$ cat src/rtl/fp_div_seq.sv
// Sequential IEEE-754 divider: one quotient bit per cycle (restoring), round-to-nearest-even.
module fp_div_seq #(
    parameter int unsigned EXP_W  = 8,
    parameter int unsigned FRAC_W = 23
) (
    input  logic                  clk,
    input  logic                  rst,
    input  logic                  start,
    input  logic [EXP_W+FRAC_W:0] input_a,
    input  logic [EXP_W+FRAC_W:0] input_b,
    output logic [EXP_W+FRAC_W:0] output_z,
    output logic                  busy,
    output logic                  done,
    output logic [4:0]            flags
);
    localparam int unsigned W    = 1 + EXP_W + FRAC_W;
    localparam int unsigned MW   = FRAC_W + 1;          // mantissa incl. hidden bit
    localparam int unsigned RW   = MW + 1;              // partial remainder
    localparam int unsigned QW   = FRAC_W + 3;          // hidden, fraction, guard, round
    localparam int unsigned EW   = EXP_W + 2;           // signed working exponent
    localparam int unsigned CW   = $clog2(QW + 1);
    localparam int unsigned LZW  = $clog2(MW + 1);
    localparam int unsigned BIAS = (1 << (EXP_W - 1)) - 1;
    localparam logic signed [EW-1:0] EXP_MAX = EW'((1 << EXP_W) - 1);
    localparam logic [W-1:0] QNAN = {1'b0, {EXP_W{1'b1}}, 1'b1, {(FRAC_W-1){1'b0}}};

    typedef enum logic [2:0] {
        S_IDLE, S_PREP, S_DIV, S_ROUND, S_SPEC, S_DONE
    } state_t;

    typedef struct packed {
        logic nan;
        logic snan;
        logic inf;
        logic zero;
    } cls_t;

    state_t state_q, state_d;

    logic [W-1:0]          a_q, b_q;
    logic [MW-1:0]         mb_q;
    logic [RW-1:0]         rem_q;
    logic [QW-1:0]         q_q;
    logic signed [EW-1:0]  exp_q;
    logic [CW-1:0]         cnt_q;

    // Operand classification for the special-case path.
    function automatic cls_t classify(input logic [W-1:0] x);
        cls_t c;
        logic e_ones, e_zero, f_zero;
        e_ones = &x[W-2:FRAC_W];
        e_zero = ~|x[W-2:FRAC_W];
        f_zero = ~|x[FRAC_W-1:0];
        c.nan  = e_ones & ~f_zero;
        c.snan = e_ones & ~f_zero & ~x[FRAC_W-1];
        c.inf  = e_ones & f_zero;
        c.zero = e_zero & f_zero;
        return c;
    endfunction

    // Leading-zero count of a mantissa (subnormal normalisation).
    function automatic logic [LZW-1:0] lzc(input logic [MW-1:0] m);
        logic [LZW-1:0] n;
        logic           found;
        n     = '0;
        found = 1'b0;
        for (int i = int'(MW) - 1; i >= 0; i--) begin
            if (!found) begin
                if (m[i]) found = 1'b1;
                else      n = n + LZW'(1);
            end
        end
        return n;
    endfunction

    cls_t ca_in, cb_in, ca, cb;
    logic in_special, sign;

    assign ca_in      = classify(input_a);
    assign cb_in      = classify(input_b);
    assign in_special = ca_in.nan | ca_in.inf | ca_in.zero | cb_in.nan | cb_in.inf | cb_in.zero;
    assign ca         = classify(a_q);
    assign cb         = classify(b_q);
    assign sign       = a_q[W-1] ^ b_q[W-1];

    // State register.
    always_ff @(posedge clk or posedge rst) begin
        if (rst) state_q <= S_IDLE;
        else     state_q <= state_d;
    end

    // Next-state logic.
    always_comb begin
        state_d = state_q;
        case (state_q)
            S_IDLE:  if (start) state_d = in_special ? S_SPEC : S_PREP;
            S_PREP:  state_d = S_DIV;
            S_DIV:   if (cnt_q == CW'(QW - 1)) state_d = S_ROUND;
            S_ROUND: state_d = S_DONE;
            S_SPEC:  state_d = S_DONE;
            S_DONE:  state_d = S_IDLE;
            default: state_d = S_IDLE;
        endcase
    end

    // Normalise mantissas, form exponent difference, pre-shift so quotient lands in [1,2).
    logic [EXP_W-1:0]     pa_fld, pb_fld;
    logic [MW-1:0]        pa_raw, pb_raw, pa_man, pb_man;
    logic [LZW-1:0]       pa_lz, pb_lz;
    logic signed [EW-1:0] pa_exp, pb_exp, p_diff, p_exp;
    logic                 p_lt;
    logic [RW-1:0]        p_rem;

    always_comb begin
        pa_fld = a_q[W-2:FRAC_W];
        pb_fld = b_q[W-2:FRAC_W];
        pa_raw = {|pa_fld, a_q[FRAC_W-1:0]};
        pb_raw = {|pb_fld, b_q[FRAC_W-1:0]};
        pa_lz  = lzc(pa_raw);
        pb_lz  = lzc(pb_raw);
        pa_man = pa_raw << pa_lz;
        pb_man = pb_raw << pb_lz;
        pa_exp = EW'((pa_fld == '0) ? EXP_W'(1) : pa_fld) - EW'(pa_lz);
        pb_exp = EW'((pb_fld == '0) ? EXP_W'(1) : pb_fld) - EW'(pb_lz);
        p_diff = pa_exp - pb_exp + EW'(BIAS);
        p_lt   = pa_man < pb_man;
        p_rem  = p_lt ? {pa_man, 1'b0} : {1'b0, pa_man};
        p_exp  = p_lt ? p_diff - EW'(1) : p_diff;
    end

    // One restoring-division step.
    logic          d_ge;
    logic [RW-1:0] d_sub, d_rem;

    always_comb begin
        d_ge  = rem_q >= RW'(mb_q);
        d_sub = rem_q - (d_ge ? RW'(mb_q) : RW'(0));
        d_rem = d_sub << 1;
    end

    // Denormalise tiny results, round to nearest even, pack.
    logic                 r_tiny, r_g, r_r, r_st, r_lost, r_up, r_inexact;
    int                   r_sh;
    logic [QW-1:0]        r_shifted;
    logic [MW-1:0]        r_m, r_mf;
    logic [RW-1:0]        r_sum;
    logic signed [EW-1:0] r_e, r_ef;
    logic [EXP_W-1:0]     r_efld;
    logic [W-1:0]         round_z;
    logic [4:0]           round_f;

    always_comb begin
        r_tiny = exp_q[EW-1] | (exp_q == '0);
        r_sh   = 0;
        if (r_tiny) begin
            r_sh = 1 - int'(exp_q);
            if (r_sh > int'(QW)) r_sh = int'(QW);
        end
        r_shifted = q_q >> r_sh;
        r_lost    = |(q_q & ~({QW{1'b1}} << r_sh));
        r_m       = r_shifted[QW-1:2];
        r_g       = r_shifted[1];
        r_r       = r_shifted[0];
        r_st      = (|rem_q) | r_lost;
        r_up      = r_g & (r_r | r_st | r_m[0]);
        r_inexact = r_g | r_r | r_st;
        r_sum     = {1'b0, r_m} + RW'(r_up);
        r_e       = r_tiny ? EW'(1) : exp_q;
        if (r_sum[MW]) begin
            r_mf = r_sum[MW:1];
            r_ef = r_e + EW'(1);
        end else begin
            r_mf = r_sum[MW-1:0];
            r_ef = r_e;
        end
        r_efld = r_mf[FRAC_W] ? r_ef[EXP_W-1:0] : {EXP_W{1'b0}};
        if (r_ef >= EXP_MAX) begin
            round_z = {sign, {EXP_W{1'b1}}, {FRAC_W{1'b0}}};
            round_f = 5'b00101;
        end else begin
            round_z = {sign, r_efld, r_mf[FRAC_W-1:0]};
            round_f = {2'b00, 1'b0, r_tiny & r_inexact, r_inexact};
        end
    end

    // Results for NaN, infinity and zero operands.
    logic [W-1:0] spec_z;
    logic [4:0]   spec_f;

    always_comb begin
        spec_z = '0;
        spec_f = '0;
        if (ca.nan | cb.nan) begin
            spec_z    = QNAN;
            spec_f[4] = ca.snan | cb.snan;
        end else if ((ca.zero & cb.zero) | (ca.inf & cb.inf)) begin
            spec_z    = QNAN;
            spec_f[4] = 1'b1;
        end else if (ca.inf) begin
            spec_z = {sign, {EXP_W{1'b1}}, {FRAC_W{1'b0}}};
        end else if (cb.zero) begin
            spec_z    = {sign, {EXP_W{1'b1}}, {FRAC_W{1'b0}}};
            spec_f[3] = 1'b1;
        end else begin
            spec_z = {sign, {(W-1){1'b0}}};
        end
    end

    // Datapath registers and registered outputs.
    always_ff @(posedge clk or posedge rst) begin
        if (rst) begin
            a_q      <= '0;
            b_q      <= '0;
            mb_q     <= '0;
            rem_q    <= '0;
            q_q      <= '0;
            exp_q    <= '0;
            cnt_q    <= '0;
            output_z <= '0;
            flags    <= '0;
            busy     <= 1'b0;
            done     <= 1'b0;
        end else begin
            busy <= (state_d != S_IDLE);
            done <= (state_d == S_DONE);
            case (state_q)
                S_IDLE: begin
                    if (start) begin
                        a_q <= input_a;
                        b_q <= input_b;
                    end
                end
                S_PREP: begin
                    mb_q  <= pb_man;
                    rem_q <= p_rem;
                    exp_q <= p_exp;
                    q_q   <= '0;
                    cnt_q <= '0;
                end
                S_DIV: begin
                    rem_q <= d_rem;
                    q_q   <= {q_q[QW-2:0], d_ge};
                    cnt_q <= cnt_q + CW'(1);
                end
                S_ROUND: begin
                    output_z <= round_z;
                    flags    <= round_f;
                    cnt_q    <= '0;
                end
                S_SPEC: begin
                    output_z <= spec_z;
                    flags    <= spec_f;
                end
                default: ;
            endcase
        end
    end
endmodule
$ cat config.mk
export PLATFORM = sky130hd
export DESIGN_NAME = fp_div_seq
export DESIGN_NICKNAME = d
export VERILOG_FILES = /design/src/rtl/fp_div_seq.sv
export SDC_FILE = /design/constraint.sdc
export NUM_CORES = 1
export LEC_CHECK = 0
export CAP_MARGIN = 20
export CORE_MARGIN = 1.5
export CORE_UTILIZATION = 30
export CTS_CLUSTER_DIAMETER = 80
export DETAILED_ROUTE_END_ITERATION = 8
export DONT_BUFFER_PORTS = 1
export GPL_TIMING_DRIVEN = 0
export PLACE_DENSITY = 0.52
export RECOVER_POWER = 100
export SLEW_MARGIN = 10
export SYNTH_ARGS = -nofsm -noshare
export SYNTH_HDL_FRONTEND = slang
export SYNTH_SLANG_ARGS = --single-unit
$ cat constraint.sdc
create_clock -name clk -period 23.2 [get_ports clk]
set_input_delay 1.16 -clock clk [delete_from_list [all_inputs] [get_ports clk]]
set_output_delay 1.16 -clock clk [all_outputs]
set_load 0.02 [all_outputs]
==> impl_metrics.py <==
metrics = {
    "final_layout": {
        "nNetsFinal": 3008,
        "final_util_pct": 32.8,
        "multi_input_area_sq_mm": 0.0157,
        "drive_gt1_share_pct": 6.00,
        "diodes": 0,
        "area_growth_pct": 8.34,
        "fin_area_sq_mm": 0.0235,
        "num-fill-cells": 7700,
        "seqCellArea_sq_mm": 0.00490,
    },
    "global_route": {
        "grt_max_degree": 100,
        "grt-ovfl-total": 0,
        "grt_antenna_before_repair": 1,
        "grt_pass1_vias": 19700,
        "grt_pass1_wl_um": 113000,
        "grt_util_all_layers_pct": 19.1,
    },
    "drt": {
        "drtAntennaViolNets": 0,
        "vias": 20300,
        "wl_um": 71000,
        "initialDrtViolationCount": 1463,
        "drc": 0,
        "viasPerCell": 5.42,
        "drtPass1Iterations": 6,
        "wire_per_inst_um": 18.9,
    },
    "clocking": {
        "cts_buffers": 17,
        "ctsRootBufferMaster": "clkbuf_16",
        "worstSkewPairLatency_ns": 0.51,
        "htreeDepth": 4,
        "cts.reportedPaths.clkPinSlew_ns": 0.08,
        "clock_sinks": 196,
        "cts_setup_buffers": 0,
        "cts_buffer_depth": 2,
        "cts_tree": "done",
    },
    "placed_design": {
        "gp_congestion": 0.929,
        "hpwl_um": 57000,
        "numPortBuffers": 0,
        "place_area_sq_mm": 0.0229,
    },
    "worst_setup_path": {
        "cp-start-kind": "register",
        "worstRegToRegCells": 101,
        "cp.required_ns": 23.55,
        "critical_path.n_buffers_inverters": 6,
        "crit-reg2reg-launch": "b_q[28]",
        "path_delay_family": "adder cells",
        "max_stage_delay_ns": 0.45,
        "timing.rr.end": "rem_q[19]",
        "rrSetupSlack_ns": 1.74,
        "endpoint": "rem_q[19]",
        "crit_fanout": 10,
        "cp_data_arrival_time_ns": 21.81,
        "cp_slowest_cell": "dfrtp_1",
        "worstSetupStartpoint": "b_q[28]",
        "critPathMostFrequentCell": "ha_1",
        "critPathKind": "register to register",
        "end_kind": "register",
        "cp.depth": 101,
    },
    "die": {
        "core-area_sq_mm": 0.0715,
        "rows": 98,
        "start_util_pct": 30.3,
        "fp.dieH_um": 272,
        "dieArea_sq_mm": 0.0738,
        "die_x_um": 272,
        "io_pins": 106,
    },
    "synth": {
        "yosys-top-cells-count": "nand2_1 (336), nor2_1 (247), o21ai_0 (200)",
        "synthFlopType": "dfrtp_1",
        "synth_top_area_share_pct": 22.7,
        "yosysTopAreaCell": "dfrtp_1",
        "ys_ff_latch": 196,
        "synth.most_common_cell": "nand2_1",
        "yosysUniqueCellTypes": 86,
        "async_flop_share_pct": 100,
        "ys_seq_area_share_pct": 22.7,
        "syn_area_per_cell_sq_um": 7.82,
        "syn_nets": 2986,
        "syn-instance-count": 2767,
        "yosys_warnings": 0,
        "synth.area.top_cells": "dfrtp_1 (23%), ha_1 (8.6%), mux2i_1 (6.9%)",
        "synth_area_sq_mm": 0.0216,
        "synth-edff-count": 0,
    },
    "status": {
        "violations": "max-capacitance violations, max-slew violations",
        "status": "finished with violations",
    },
    "sta": {
        "setup_tns_ns": 0,
        "fmax_mhz": 46.6,
        "slew_viol_final": 199,
        "min_period_ns": 21.46,
        "setup_violations": 0,
        "whs_ns": 0.529,
        "clock_skew_ns": 0.0246,
        "worst_pin_slew_ns": 5.44,
        "slew-limit-headroom_pct": -263,
        "hold_viol_final": 0,
        "finalCritPeriodShare_pct": 92.5,
        "rsz0062_at_grt": "false",
    },
    "pwr": {
        "pwr-share-comb_pct": 68.9,
        "clockPowerShare_pct": 10.1,
        "p_leak_uw": 0.0101,
        "p_sw_uw": 1720,
        "switching_share_pct": 54.2,
        "power_density_mw_per_mm2": 135,
        "peakVddDrop_mv": 0.106,
        "seq_power_share_pct": 21.0,
        "p_int_uw": 1450,
    },
    "run": {
        "drv_cap": 2,
    },
    "worst_hold_path": {
        "hold_class": "register to register",
    },
}
==> area by class of cell <==
cell class,count,share of cell area [%]
Buffer,152,2.53
Clock buffer,19,1.89
Clock inverter,13,0.672
Inverter,121,1.94
Multi-Input combinational cell,2298,66.9
Sequential cell,196,20.9
Tap cell,950,5.07
Timing Repair Buffer,3,0.0534
==> stage by stage <==
step                      worst slack, ns  power [uW]  instances
after floorplan                      4.76        2180       2767
after global placement               1.84        2830       3717
after detailed placement             1.83        2830       3720
after CTS                            1.72        3170       3752
after global routing               0.0168        3440       3752
final                                1.74        3160       3752
==> routing by layer <==
metal / vias up / wire length (um) / track usage (%)
li1: 10000 / - / -
met1: 9742 / 34000 / 26.6
met2: 483 / 32700 / 31.2
met3: 80 / 3060 / 2.66
met4: 2 / 1200 / 4.37
met5: - / 13 / 0
==> power groups by stage <==
| stage | Combinational [uW] | Sequential [uW] | Clock [uW] |
|---|---|---|---|
| after floorplan | 1570 | 606 | 0 |
| after global placement | 2160 | 668 | 0 |
| after detailed placement | 2160 | 668 | 0 |
| after CTS | 2180 | 662 | 332 |
| after global routing | 2410 | 685 | 343 |
| final | 2180 | 663 | 321 |
==> state kept, by name, summed over array words and instances, names as in the netlist <==
| register | count |
|---|---|
| a_q | 32 |
| b_q | 32 |
| output_z | 32 |
| q_q | 26 |
| rem_q | 25 |
| mb_q | 24 |
| exp_q | 10 |
| cnt_q | 5 |
| flags | 5 |
| state_q | 3 |
| busy | 1 |
| done | 1 |
==> worst min-delay path by stage <==
| stage | end | cells after the start | slack (ns) | start |
|---|---|---|---|---|
| CTS | mb_q[23] | 2 | 0.53 | mb_q[23] |
| global route | a_q[31] | 1 | 0.57 | a_q[31] |
| floorplan | mb_q[0] | 2 | 0.47 | mb_q[0] |
| detailed placement | mb_q[23] | 2 | 0.51 | mb_q[23] |
| global placement | mb_q[23] | 2 | 0.51 | mb_q[23] |
| finish | mb_q[23] | 2 | 0.53 | mb_q[23] |
==> repair_timing <==
| item | CTS | global route |
|---|---|---|
| endpoints found under the setup margin | 0 | 10 |
| hold buffers | 0 | 0 |
| gates resized for setup | 0 | 1 |
==> worst reg2reg max path: cells and delay by family, from the launching register on <==
kind,cells,cell delay (ns)
fa+ha+maj,22,6.74
buf+inv,6,1.02
mux,13,2.54
compound gates,27,5.33
simple gates,28,3.94
xor+xnor,5,1.27
flops,1,0.45
==> logic make-up (layout without fill, tap and decap cells) <==
logic type               after synthesis  after routing  share of synthesized area (%)
flip-flops                           196            196                           22.7
buffers and inverters                273            308                           4.86
AND/OR/NAND/NOR                      997            997                           21.8
multiplexers                         237            237                           11.5
adder cells (fa/ha/maj)              158            158                           9.20
AO/OA/AOI/OAI                        721            721                           21.1
XOR/XNOR                             185            185                           8.83
==> layout by cell type, fill, tap and decap left out, types with 24 or more instances in the layout <==
master,Yosys,final
a211oi_1,40,40
mux2i_1,149,149
and3_1,25,25
nand4_1,36,36
inv_1,119,118
nor3_1,81,81
clkbuf_1,136,141
nand3_1,40,40
mux2_2,87,86
or3_1,24,24
nand2_1,336,336
o21ai_0,200,210
nor2b_1,42,42
o21a_1,24,24
nand2b_1,32,32
o22ai_1,25,25
a21o_1,41,41
xor2_1,56,56
dfrtp_1,196,196
a22o_1,35,35
ha_1,148,148
nor4_1,44,43
a21oi_1,179,179
xnor2_1,108,108
nor2_1,247,247
Note: power is estimated with default switching activity, not from simulation.
